`src/rtl/am2928_bus_ctl_pkg.sv`:
```
// +------------------------------------------------------------------+
// | am2928_ctl_pkg : shared types and constants for am2928_bus_ctl   |
// | Rev 1.0 - initial release                                        |
// +------------------------------------------------------------------+
`default_nettype none

package am2928_ctl_pkg;

  localparam int DEF_NPORT = 4;
  localparam int DEF_IDW   = 2;

  typedef enum logic [1:0] {
    ST_IDLE  = 2'd0,
    ST_LOAD  = 2'd1,
    ST_DRIVE = 2'd2,
    ST_DONE  = 2'd3
  } state_t;

  // Inactive levels: active-low strobes idle high, source select idles at D inputs
  localparam logic c_CTL_OFF_N = 1'b1;
  localparam logic c_CTL_OFF_S = 1'b0;

endpackage

`default_nettype wire

```
`src/rtl/am2928_bus_ctl_if.sv`:
```
// +------------------------------------------------------------------+
// | am2928_bus_ctl_if : requester handshake and am2928 control pins  |
// | Rev 1.0 - initial release                                        |
// +------------------------------------------------------------------+
`default_nettype none

interface am2928_bus_ctl_if
  import am2928_ctl_pkg::*;
#(
  parameter int NPORT = DEF_NPORT,
  parameter int IDW   = DEF_IDW
);
  logic [NPORT-1:0]     req;
  logic [NPORT*IDW-1:0] dst;
  logic [NPORT-1:0]     src;
  logic [NPORT-1:0]     gnt;
  logic [NPORT-1:0]     done;
  logic                 err;
  logic                 busy;
  logic [IDW-1:0]       owner;
  logic [NPORT-1:0]     endr_;
  logic [NPORT-1:0]     s;
  logic [NPORT-1:0]     be_;
  logic [NPORT-1:0]     enrec_;
  logic [NPORT-1:0]     oe_;

  modport master (
    output req, dst, src,
    input  gnt, done, err, busy, owner, endr_, s, be_, enrec_, oe_
  );

  modport slave (
    input  req, dst, src,
    output gnt, done, err, busy, owner, endr_, s, be_, enrec_, oe_
  );
endinterface

`default_nettype wire

```
`src/rtl/am2928_bus_ctl_arb.sv`:
```
// +------------------------------------------------------------------+
// | am2928_rr_arb : combinational round-robin picker, search from    |
// |                 ptr+1 wrapping modulo NPORT                      |
// | Rev 1.0 - initial release                                        |
// +------------------------------------------------------------------+
`default_nettype none

module am2928_rr_arb #(
  parameter int NPORT = 4,
  parameter int IDW   = 2
) (
  input  wire logic [NPORT-1:0] i_req,
  input  wire logic [IDW-1:0]   i_ptr,
  output logic                  o_any,
  output logic [IDW-1:0]        o_winner
);

  int w_idx;

  // Scan farthest-first so the nearest requester after ptr is written last
  always_comb begin
    o_any    = 1'b0;
    o_winner = '0;
    w_idx    = 0;
    for (int k = NPORT; k >= 1; k--) begin
      w_idx = (int'(i_ptr) + k) % NPORT;
      if (i_req[w_idx[IDW-1:0]]) begin
        o_any    = 1'b1;
        o_winner = IDW'(w_idx);
      end
    end
  end

endmodule

`default_nettype wire

```
`src/rtl/am2928_bus_ctl.sv`:
```
// +------------------------------------------------------------------+
// | am2928_bus_ctl : round-robin sequencer driving am2928 slice      |
// |   controls (load driver, drive+capture, present on Y).           |
// |   Option macro BACK2BACK_EN: re-arbitrate in DONE.               |
// | Rev 1.0 - initial release                                        |
// +------------------------------------------------------------------+
`default_nettype none

module am2928_bus_ctl
  import am2928_ctl_pkg::*;
#(
  parameter int NPORT = DEF_NPORT,
  parameter int IDW   = DEF_IDW
) (
  input  wire logic        cp,
  input  wire logic        clr_,
  am2928_bus_ctl_if.slave  bus
);

  state_t           r_state;
  state_t           w_next_state;
  logic [IDW-1:0]   r_w;
  logic [IDW-1:0]   r_d;
  logic             r_sv;
  logic [IDW-1:0]   r_ptr;
  logic             w_ld;
  logic             w_any;
  logic [IDW-1:0]   w_win;
  logic [IDW-1:0]   w_arb_ptr;
  logic             w_dvalid;
  logic [IDW-1:0]   w_dst_arr [NPORT];

  logic [NPORT-1:0] w_gnt, w_done, w_endr_n, w_s, w_be_n, w_enrec_n, w_oe_n;
  logic             w_err;

  for (genvar g = 0; g < NPORT; g++) begin : g_dst
    assign w_dst_arr[g] = bus.dst[g*IDW +: IDW];
  end

`ifdef BACK2BACK_EN
  // In DONE the pointer update is still pending, so feed the winner directly
  assign w_arb_ptr = (r_state == ST_DONE) ? r_w : r_ptr;
`else
  assign w_arb_ptr = r_ptr;
`endif

  am2928_rr_arb #(.NPORT(NPORT), .IDW(IDW)) u_arb (
    .i_req    (bus.req),
    .i_ptr    (w_arb_ptr),
    .o_any    (w_any),
    .o_winner (w_win)
  );

  always_ff @(posedge cp or negedge clr_) begin
    if (!clr_) begin
      r_state <= ST_IDLE;
      r_w     <= '0;
      r_d     <= '0;
      r_sv    <= 1'b0;
      r_ptr   <= IDW'(NPORT-1);
    end else begin
      r_state <= w_next_state;
      if (w_ld) begin
        r_w  <= w_win;
        r_d  <= w_dst_arr[w_win];
        r_sv <= bus.src[w_win];
      end
      if (r_state == ST_DONE) begin
        r_ptr <= r_w;
      end
    end
  end

  always_comb begin
    w_next_state = r_state;
    w_ld         = 1'b0;
    case (r_state)
      ST_IDLE: begin
        if (w_any) begin
          w_next_state = ST_LOAD;
          w_ld         = 1'b1;
        end
      end
      ST_LOAD:  w_next_state = ST_DRIVE;
      ST_DRIVE: w_next_state = ST_DONE;
      ST_DONE: begin
        w_next_state = ST_IDLE;
`ifdef BACK2BACK_EN
        if (w_any) begin
          w_next_state = ST_LOAD;
          w_ld         = 1'b1;
        end
`endif
      end
      default: w_next_state = ST_IDLE;
    endcase
  end

  assign w_dvalid = (int'(r_d) < NPORT);

  always_comb begin
    w_gnt     = '0;
    w_done    = '0;
    w_err     = 1'b0;
    w_endr_n  = {NPORT{c_CTL_OFF_N}};
    w_s       = {NPORT{c_CTL_OFF_S}};
    w_be_n    = {NPORT{c_CTL_OFF_N}};
    w_enrec_n = {NPORT{c_CTL_OFF_N}};
    w_oe_n    = {NPORT{c_CTL_OFF_N}};
    case (r_state)
      ST_LOAD: begin
        w_gnt[r_w]    = 1'b1;
        w_endr_n[r_w] = 1'b0;
        w_s[r_w]      = r_sv;
      end
      ST_DRIVE: begin
        w_gnt[r_w]  = 1'b1;
        w_be_n[r_w] = 1'b0;
        if (w_dvalid) w_enrec_n[r_d] = 1'b0;
      end
      ST_DONE: begin
        w_gnt[r_w]  = 1'b1;
        w_done[r_w] = 1'b1;
        w_err       = !w_dvalid;
        if (w_dvalid) w_oe_n[r_d] = 1'b0;
      end
      default: ;
    endcase
  end

  assign bus.gnt    = w_gnt;
  assign bus.done   = w_done;
  assign bus.err    = w_err;
  assign bus.busy   = (r_state != ST_IDLE);
  assign bus.owner  = r_w;
  assign bus.endr_  = w_endr_n;
  assign bus.s      = w_s;
  assign bus.be_    = w_be_n;
  assign bus.enrec_ = w_enrec_n;
  assign bus.oe_    = w_oe_n;

endmodule

`default_nettype wire

```
`src/flat_wrapper.sv`:
```
// flat-port wrapper written by rule: the top's interface ports become plain ports
module am2928_bus_ctl_flat import am2928_ctl_pkg::*;
#(
  parameter int NPORT = DEF_NPORT,
  parameter int IDW   = DEF_IDW
)
  (cp, clr_, bus_req, bus_dst, bus_src, bus_gnt, bus_done, bus_err, bus_busy, bus_owner, bus_endr_, bus_s, bus_be_, bus_enrec_, bus_oe_);
  am2928_bus_ctl_if #(.NPORT(NPORT), .IDW(IDW)) bus_i ();
  input  wire logic cp;
  input  wire logic clr_;
  input wire logic [$bits(bus_i.req)-1:0] bus_req;
  input wire logic [$bits(bus_i.dst)-1:0] bus_dst;
  input wire logic [$bits(bus_i.src)-1:0] bus_src;
  output wire logic [$bits(bus_i.gnt)-1:0] bus_gnt;
  output wire logic [$bits(bus_i.done)-1:0] bus_done;
  output wire logic [$bits(bus_i.err)-1:0] bus_err;
  output wire logic [$bits(bus_i.busy)-1:0] bus_busy;
  output wire logic [$bits(bus_i.owner)-1:0] bus_owner;
  output wire logic [$bits(bus_i.endr_)-1:0] bus_endr_;
  output wire logic [$bits(bus_i.s)-1:0] bus_s;
  output wire logic [$bits(bus_i.be_)-1:0] bus_be_;
  output wire logic [$bits(bus_i.enrec_)-1:0] bus_enrec_;
  output wire logic [$bits(bus_i.oe_)-1:0] bus_oe_;
  assign bus_i.req = bus_req;
  assign bus_i.dst = bus_dst;
  assign bus_i.src = bus_src;
  assign bus_gnt = bus_i.gnt;
  assign bus_done = bus_i.done;
  assign bus_err = bus_i.err;
  assign bus_busy = bus_i.busy;
  assign bus_owner = bus_i.owner;
  assign bus_endr_ = bus_i.endr_;
  assign bus_s = bus_i.s;
  assign bus_be_ = bus_i.be_;
  assign bus_enrec_ = bus_i.enrec_;
  assign bus_oe_ = bus_i.oe_;
  am2928_bus_ctl #(.NPORT(NPORT), .IDW(IDW)) u_core (.cp(cp), .clr_(clr_), .bus(bus_i));
endmodule
```
`config.mk`:
```
export PLATFORM = sky130hd
export DESIGN_NAME = am2928_bus_ctl_flat
export DESIGN_NICKNAME = d
export VERILOG_FILES = /design/src/rtl/am2928_bus_ctl_pkg.sv /design/src/rtl/am2928_bus_ctl_if.sv /design/src/rtl/am2928_bus_ctl_arb.sv /design/src/rtl/am2928_bus_ctl.sv /design/src/flat_wrapper.sv
export SDC_FILE = /design/constraint.sdc
export NUM_CORES = 1
export LEC_CHECK = 0
export CAP_MARGIN = 20
export CORE_MARGIN = 4
export CORE_UTILIZATION = 33
export DETAILED_ROUTE_END_ITERATION = 10
export GPL_TIMING_DRIVEN = 1
export HOLD_SLACK_MARGIN = 0.02
export PLACE_DENSITY = 0.74
export SYNTH_ARGS = -nofsm -noshare
export SYNTH_HDL_FRONTEND = slang
export SYNTH_SLANG_ARGS = --single-unit
```
`constraint.sdc`:
```
create_clock -name cp -period 1.72 [get_ports cp]
set_input_delay 0.344 -clock cp [delete_from_list [all_inputs] [get_ports cp]]
set_output_delay 0.344 -clock cp [all_outputs]
set_load 0.02 [all_outputs]
```
**Yosys cells after proc, flatten, opt, wreduce, memory -nomap -nowiden**

Index checks and enable logic that the tools add are counted.

- Add/subtract/negate cells: 4
- Multiply operators: 0
- Divide/modulo/power cells: 0
- $lt $le $gt $ge: 10
- Eq/ne operators: 4
- Shift operators: 0
- Mux-type cells: 36
- Bitwise logic cells: 4
- Reductions and logical operators: 5

Operators with widths:

| operator | count |
|---|---|
| $mux 4 | 7 |
| $lt 2x3->1 const B | 7 |
| $mux 2 | 7 |
| $mux 1 | 13 |
| $bmux 1 s2 | 5 |
| $not 4->4 | 2 |
| $pmux 2 s4 | 1 |
| $add 2x1->2 const B | 2 |
| $add 2x2->2 const B | 2 |
| $and 4x4->4 | 1 |
| $bmux 2 s2 | 1 |
| $demux 1 s2 | 2 |
| $eq 2x2->1 const B | 2 |
| $ge 2x1->1 const B | 2 |
| $ge 3x3->1 const B | 1 |
| $not 2->3 | 1 |
| $reduce_or 3->1 | 1 |
| $eq 2x1->1 const B | 1 |
| $logic_and 1x1->1 | 2 |
| $logic_not 2->1 | 1 |
| $ne 2x2->1 const B | 1 |
| $reduce_bool 2->1 | 1 |

- Register bits after elaboration: 9
- Bits in latches: 0
- RAM bits: 0
- ROM bits: 0
- Input bits: 18
- Output and inout bits: 32
- Word-level logic and storage cells: 68
- Memories: 0

**Depth between registers and ports, before layout**

Gate-level depths: netlist of run 1.

- Word-level depth: 11
- Mapped depth: 7
- Gate-level depth less buffers: 7

**Modules after synthesis**

A second synthesis of run 1 with hierarchy kept.

- Cells, all modules: 88
- Area total of the unflattened synthesis: 797.0 um^2

Modules (own cells, without submodules):

| module | instances | cells an instance | area each (um^2) | sequential area each (um^2) |
|---|---|---|---|---|
| am2928_bus_ctl | 1 | 74 | 705.7 | 227.7 |
| am2928_rr_arb | 1 | 14 | 91.3 | 0.0 |

**Least setup slack after synthesis of run 1**

Ideal clock, no wire load.

- Path type: register to output
- From: reg u_core.r_state[1]
- To: out bus_s[0]
- Data arrival time: 1.261 ns
- Required time: 1.376 ns
- Slack: 0.115 ns
- Cell stages (with the launch flop): 5
- Buffers on the path: 0
- Path through: dfrtp_1 inv_1 ha_1 nand2_1 nor3_1

- Longest elaborated chain between the ends: 2

Ends and longest elaborated chain:

| what | line | source |
|---|---|---|
| start: declaration | am2928_bus_ctl.sv:20 | `state_t r_state;` |
| start signal: assignment | am2928_bus_ctl.sv:62 | `r_state <= w_next_state;` |
| $eq 2x1->1 | am2928_bus_ctl.sv:110 | `case (r_state)` |
| $mux 4 | am2928_bus_ctl.sv:110 |  |
| end: declaration | flat_wrapper.sv:20 | `output wire logic [$bits(bus_i.s)-1:0] bus_s;` |

Every way passes these cells.

**Worst setup path in the final report of run 1**

- From: reg u_core.r_state[1]
- To: out bus_enrec_[0]

- Longest elaborated chain between the ends: 2

Ends and longest elaborated chain:

| what | line | source |
|---|---|---|
| $eq 2x2->1 | am2928_bus_ctl.sv:110 |  |
| $mux 4 | am2928_bus_ctl.sv:110 |  |
| end: declaration | flat_wrapper.sv:22 | `output wire logic [$bits(bus_i.enrec_)-1:0] bus_enrec_;` |

Every way passes these cells.

==> results of run 1 <==
==> sequential cells by signal (all words and copies together) (netlist names) <==
| signal | cells |
|---|---|
| u_core.bus.owner | 2 |
| u_core.r_d | 2 |
| u_core.r_ptr | 2 |
| u_core.r_state | 2 |
| u_core.r_sv | 1 |
==> worst register-to-register path, stage by stage (launching register included) <==
cell,delay [ps]
dfrtp_1,400
inv_2,90
buf_6,100
ha_4,120
inv_2,40
buf_6,100
a311o_2,400
nor3b_2,180
mux2i_1,100
o211ai_1,90
==> through the flow <==
step | util [%] | cell area, um2 | total power (W)
after floorplan | - | 821 | 0.00139
after global placement | 62.7 | 1440 | 0.00220
after detailed placement | 62.7 | 1440 | 0.00225
after CTS | 66.2 | 1520 | 0.00254
after global routing | 69.5 | 1600 | 0.00291
final | 69.5 | 1600 | 0.00270
==> area by class of cell <==
cell class	count	area [um2]
Fill cell	170	701
Multi-Input combinational cell	91	654
Timing Repair Buffer	72	629
Sequential cell	9	229
Tap cell	28	35.0
Clock buffer	4	26.3
Inverter	6	22.5
==> report_power, final <==
part	internal [W]	switching, W	total, W
Combinational	0.00101	0.00104	0.00205
Clock	0.0000894	0.0000746	0.000164
Sequential	0.000341	0.000147	0.000488
==> kinds of logic after synthesis <==
kind of cell	Yosys count	synth area share [%]
AOI/OAI and AO/OA	15	12.2
adders and majority gates	5	7.62
muxes	8	9.91
DFF	9	27.7
and+or+nand+nor	62	36.6
buffers and inverters	11	5.49
other	1	0.457
==> layer usage <==
layer  wire, um  GRT usage [%]  share of wire, %  vias up
met5          0              0                 0        -
met3        222           2.23               8.3        4
met2       1320           29.5                49       46
li1           -              -                 -      516
met1       1100           16.4                41      470
met4         46           7.95               1.7        0
==> timing repair <==
action	in CTS	in global routing
pin swaps	4	4
cloned	0	0
setup endpoints to repair	34	27
buffers inserted	7	1
gates resized for setup	128	43
hold buffers	0	0
==> placed cells by master, fill, tap and decap left out <==
cell type / count
a21oi_2: 1
a311o_2: 1
a311oi_1: 1
and2_1: 3
and3_1: 1
buf_2: 8
buf_4: 28
buf_6: 11
clkbuf_1: 1
clkbuf_4: 3
clkdlybuf4s15_2: 6
clkdlybuf4s50_1: 17
conb_1: 1
dfrtp_1: 6
dfrtp_2: 1
dfstp_2: 2
dlygate4sd2_1: 2
ha_2: 2
ha_4: 3
inv_1: 3
inv_2: 3
mux2_2: 1
mux2i_1: 7
nand2_1: 19
nand2_2: 6
nand2b_1: 3
nand3_1: 4
nand3_2: 1
nand3b_1: 1
nor2_1: 10
nor2b_1: 4
nor2b_2: 1
nor3_2: 2
nor3b_2: 6
o211ai_1: 3
o21ai_0: 7
o21ai_2: 1
o22ai_1: 1
or2_2: 1
==> how the worst max path moves through the flow <==
stage	start	end	slack, ps	cells past startpoint
CTS	u_core.r_state[0]	bus_s[0]	-110	5
global placement	bus_req[3]	u_core.r_d[1]	-150	6
detailed placement	bus_req[3]	u_core.r_d[1]	-200	6
global route	u_core.r_state[0]	u_core.r_d[1]	-120	9
finish	u_core.r_state[1]	bus_enrec_[0]	-5	4
floorplan	u_core.r_state[1]	bus_s[0]	120	4
==> impl_results.md, run 1 <==
- Post-Layout Cell Count: 210
- Root buffer selected by CTS: clkbuf_4
- Syn nets: 134
- Worst setup EP type: output pin
- Reg2Reg Depth: 9
- HPWL Detailed: 1950 um
- Reg clk slew, reported paths: 60 ps
- CTS tree: built
- RSZ-0062 raised after global routing: true
- Max-cap violations: 0
- WHS: 372 ps
- CTS Sinks: 9
- Crit start category: flip-flop
- Total track usage: 15.6%
- Status: complete, but fails checks
- CP max stage cell: dfrtp_1
- Core ar.: 2300 um2
- Hold Path Class: in2async
- Post-Route WL: 2690 um
- Fin crit period: 1730 ps
- Initial Util: 35.7%
- WP data required: 1380 ps
- Post-synth top cells: nand2_1, nor2_1, dfrtp_1, mux2i_1, o21ai_0
- Initial antenna violation count: 0
- Placed insts: 199
- Routed len/inst: 12.8 um
- Residual DRC: 0
- Worst Slack Setup Final: -5.29 ps
- Distinct cells, synth: 27
- Setup tns final: -5.29 ps
- Slowest stage delay, CP: 390 ps
- Ys async rst share: 100%
- Post-synthesis average cell area: 7.39 um2
- Cell count after synthesis: 111
- Cell Rows: 17
- Arrival @ worst endpoint: 1380 ps
- Area growth syn-to-layout: 94.5%
- First-pass GRT wire length: 4170 um
- CTS Buf Count: 3
- Maximum clock frequency: 0.580 GHz
- Vias per cell: 4.93
- DRT iter0 DRCs: 19
- Ranking of synthesized cells by area: dfrtp_1, nand2_1, mux2i_1, ha_1, dfstp_2
- DR vias: 1,036
- Nets@finish: 206
- Fraction of layout cells with a size suffix above 1: 48.4%
- CP Cell Sequence: buf_4, ha_2, nand2_1, clkdlybuf4s15_2
- Pin count of the biggest net entering global routing: 11
- #FFs+latches synth: 9
- Reg2Reg Launch Point: u_core.r_state[0]
- Number of diodes: 0
- Yosys top cell area share: 21.3%
- GPL Wtd Cong: 0.816
- # port buffers: 48
- Mapped cell area: 821 um2
- Pins Over Slew Limit: 0
- Reg-to-reg slack, setup: 10 ps
- Reg2reg end: u_core.r_d[1]
- Maximum VDD drop: 978 uV
- Fin. Hold Viols: 0
- Setup violations, final: 1
- Crit path buffers/inverters: 2
- Grt ovf: 0
- Die H: 57.9 um
- Syn. warnings: 0
- Count leader, synth: nand2_1
- Largest area contributor in the netlist: dfrtp_1
- Number of H-tree levels: 1
- Failing checks: setup timing
- Routed Antenna Nets: 0
- Main flop type after synthesis: dfrtp_1
- Part of the cycle the worst path needs: 100%
- Die X: 57.9 um
- Area of the die: 3350 um2
- Clock Skew: 6.50 ps
- DRT Pass-1 Iters: 4
- Max Fanout on Critical Path: 9
- Vias in the first global route: 990
- Number of synthesized flops with an enable pin: 0
- Ports: 50
- Crit Path Class: reg2out
- Clock Tree Buf Depth: 2
- Power per Cell Area: 1690 nW/um2
- Post-Place Worst Slack: -203 ps
- Leakage power: 0.717 nW
- CP delay by family, top: buffers and inverters
- Sequential-to-total area share from yosys stat: 27.7%
- Clk_lat worst skew: 260 ps
No activity file was read; power rests on OpenSTA's default activity.
==> inputs of run 2 (changes only) <==
Settings changed: CORE_UTILIZATION 33 to 37, PLACE_DENSITY 0.74 to 0.79.
Clock period 1.72 ns to 1.7 ns, I/O delays scaled along.
==> impl_results.md, run 2 (same netlist as run 1, synthesis figures left out) <==
- Maximum clock frequency: 0.578 GHz
- Pin count of the biggest net entering global routing: 10 (-1)
- Clock Skew: 0.191 ps (-6.31 ps)
- # fillers: 149 (-12%)
- Area of the die: 3040 um2 (-9.3%)
- Core ar.: 2040 um2 (-11%)
- Most frequent cells in the layout: buf_4, nand2_1, clkdlybuf4s50_1
- Vias per cell: 5.08 (+2.9%)
- Reg2Reg Launch Point: u_core.r_state[0]
- Fin crit period: 1730 ps
- DRT Pass-1 Iters: 4 (unchanged)
- WHS: 371 ps (-0.668 ps)
- Root buffer selected by CTS: clkbuf_4
- Commonest non-fill, non-tap cell in the layout: buf_4
- Total track usage: 21.2% (+5.6 points)
- Maximum VDD drop: 1090 uV (+11%)
- Core Util, Final: 78.3% (+8.8 points)
- Initial Util: 40.2% (+4.5 points)
- Residual DRC: 0 (unchanged)
- CTS Sinks: 9 (unchanged)
- Die X: 55.1 um (-4.8%)
- Clock Tree Buf Depth: 2 (unchanged)
- Fraction of layout cells with a size suffix above 1: 50.0% (+1.6 points)
- # port buffers: 48 (unchanged)
- Pins Over Slew Limit: 0 (unchanged)
- Die H: 55.1 um (-4.8%)
- Reg2reg end: u_core.r_d[0]
- Worst Slack Setup Final: -30.8 ps (-25.5 ps)
- HPWL Detailed: 2000 um (+2.5%)
- RSZ-0062 raised after global routing: true
- Area growth syn-to-layout: 94.8%
- CP max stage cell: clkdlybuf4s50_1
- Status: complete, but fails checks
- Clk_lat worst skew: 250 ps (about the same)
- Arrival @ worst endpoint: 1900 ps (+520 ps)
- Leakage power: 0.717 nW (about the same)
- Setup violations, final: 1 (unchanged)
- Vias in the first global route: 1,085 (+9.6%)
- Failing checks: setup timing
- Number of diodes: 0 (unchanged)
- Part of the cycle the worst path needs: 102%
- CTS tree: built
- Crit path buffers/inverters: 1 (-1)
- Power per Cell Area: 1780 nW/um2 (+5.3%)
- GPL Wtd Cong: 0.756 (-7.4%)
- Ports: 50 (unchanged)
- Nets@finish: 208 (+0.97%)
- CP Cell Sequence: clkdlybuf4s50_1, nand2_1, a311o_2, nor3b_2, mux2i_1, o211ai_1
- Pwr Total: 0.00285 W (+5.5%)
- DR vias: 1,071 (+3.4%)
- Crit Path Class: in2reg
- Post-Route WL: 2920 um (+8.6%)
- Reg clk slew, reported paths: 60 ps (about the same)
- Initial antenna violation count: 0 (unchanged)
- Routed len/inst: 13.8 um (+8.1%)
- Fin. Hold Viols: 0 (unchanged)
- Cell Rows: 16 (-1)
- Hold Path Class: in2async
- Grt ovf: 0 (unchanged)
- Max Fanout on Critical Path: 7 (-2)
- DRT iter0 DRCs: 19 (unchanged)
- Max-cap violations: 0 (unchanged)
- CP delay by family, top: compound AO/OA/AOI/OAI gates
- CTS Buf Count: 3 (unchanged)
- Slowest stage delay, CP: 540 ps (+150 ps)
- WP data required: 1870 ps (+490 ps)
- Routed Antenna Nets: 0 (unchanged)
- Reg-to-reg slack, setup: -10 ps (-20 ps)
- Reg2Reg Depth: 8 (-1)
- First-pass GRT wire length: 4570 um (+9.6%)
- Number of H-tree levels: 1 (unchanged)
- Crit start category: input pin
- Worst setup EP type: flip-flop
run 2: changes by cell type in the layout (fill, tap and decap cells not counted), sizes merged:
cell	before	now
clkbuf	4	6
buf	47	53
clkdlybuf4s15	6	0
run 2: repair_timing:
action | CTS | global route
gates resized for setup | 150 | 29
setup endpoints to repair | 34 | 26
buffers inserted | 8 | 2
pin swaps | 6 | 6
hold buffers | 0 | 0
run 2: through the flow:
step / setup WS [ps] / instances / TNS [ps] / area [um2]
4_1_cts: -87.5 / 209 / -131 / 1530
3_5_place_dp: -234 / 197 / -4300 / 1430
3_3_place_gp: -175 / 197 / -2660 / 1430
5_1_grt: -82.5 / 211 / -488 / 1600
2_1_floorplan: 99.2 / 111 / 0 / 821
6_report: -30.8 / 211 / -30.8 / 1600
run 2: worst max path at each step:
stage | startpoint | endpoint | slack, ps | cells past startpoint
floorplan | u_core.r_state[1] | bus_s[0] | 100 | 4
global placement | u_core.r_state[1] | bus_s[0] | -180 | 5
detailed placement | bus_req[3] | u_core.r_sv | -230 | 6
CTS | u_core.r_state[1] | bus_s[0] | -90 | 5
global route | u_core.r_state[0] | u_core.r_d[0] | -80 | 8
finish | bus_req[3] | u_core.r_d[0] | -30 | 6
run 2: power by group:
part	internal, W	switching [W]
Clock	0.0000901	0.0000690
Combinational	0.00107	0.00112
Sequential	0.000347	0.000156
run 2: per-layer routing:
metal  GRT usage [%]  share of wire (%)
met1            21.6                 37
met2            37.8                 50
met3            2.68                9.3
met4            17.8                4.0
met5               0                  0
run 2: cell type report:
cell class | count | area, um2 | share of cell area [%]
Inverter | 6 | 22.5 | 1.41
Multi-Input combinational cell | 91 | 662 | 41.4
Timing Repair Buffer | 74 | 624 | 39.0
Tap cell | 27 | 33.8 | 2.11
Clock buffer | 4 | 26.3 | 1.64
Sequential cell | 9 | 230 | 14.4
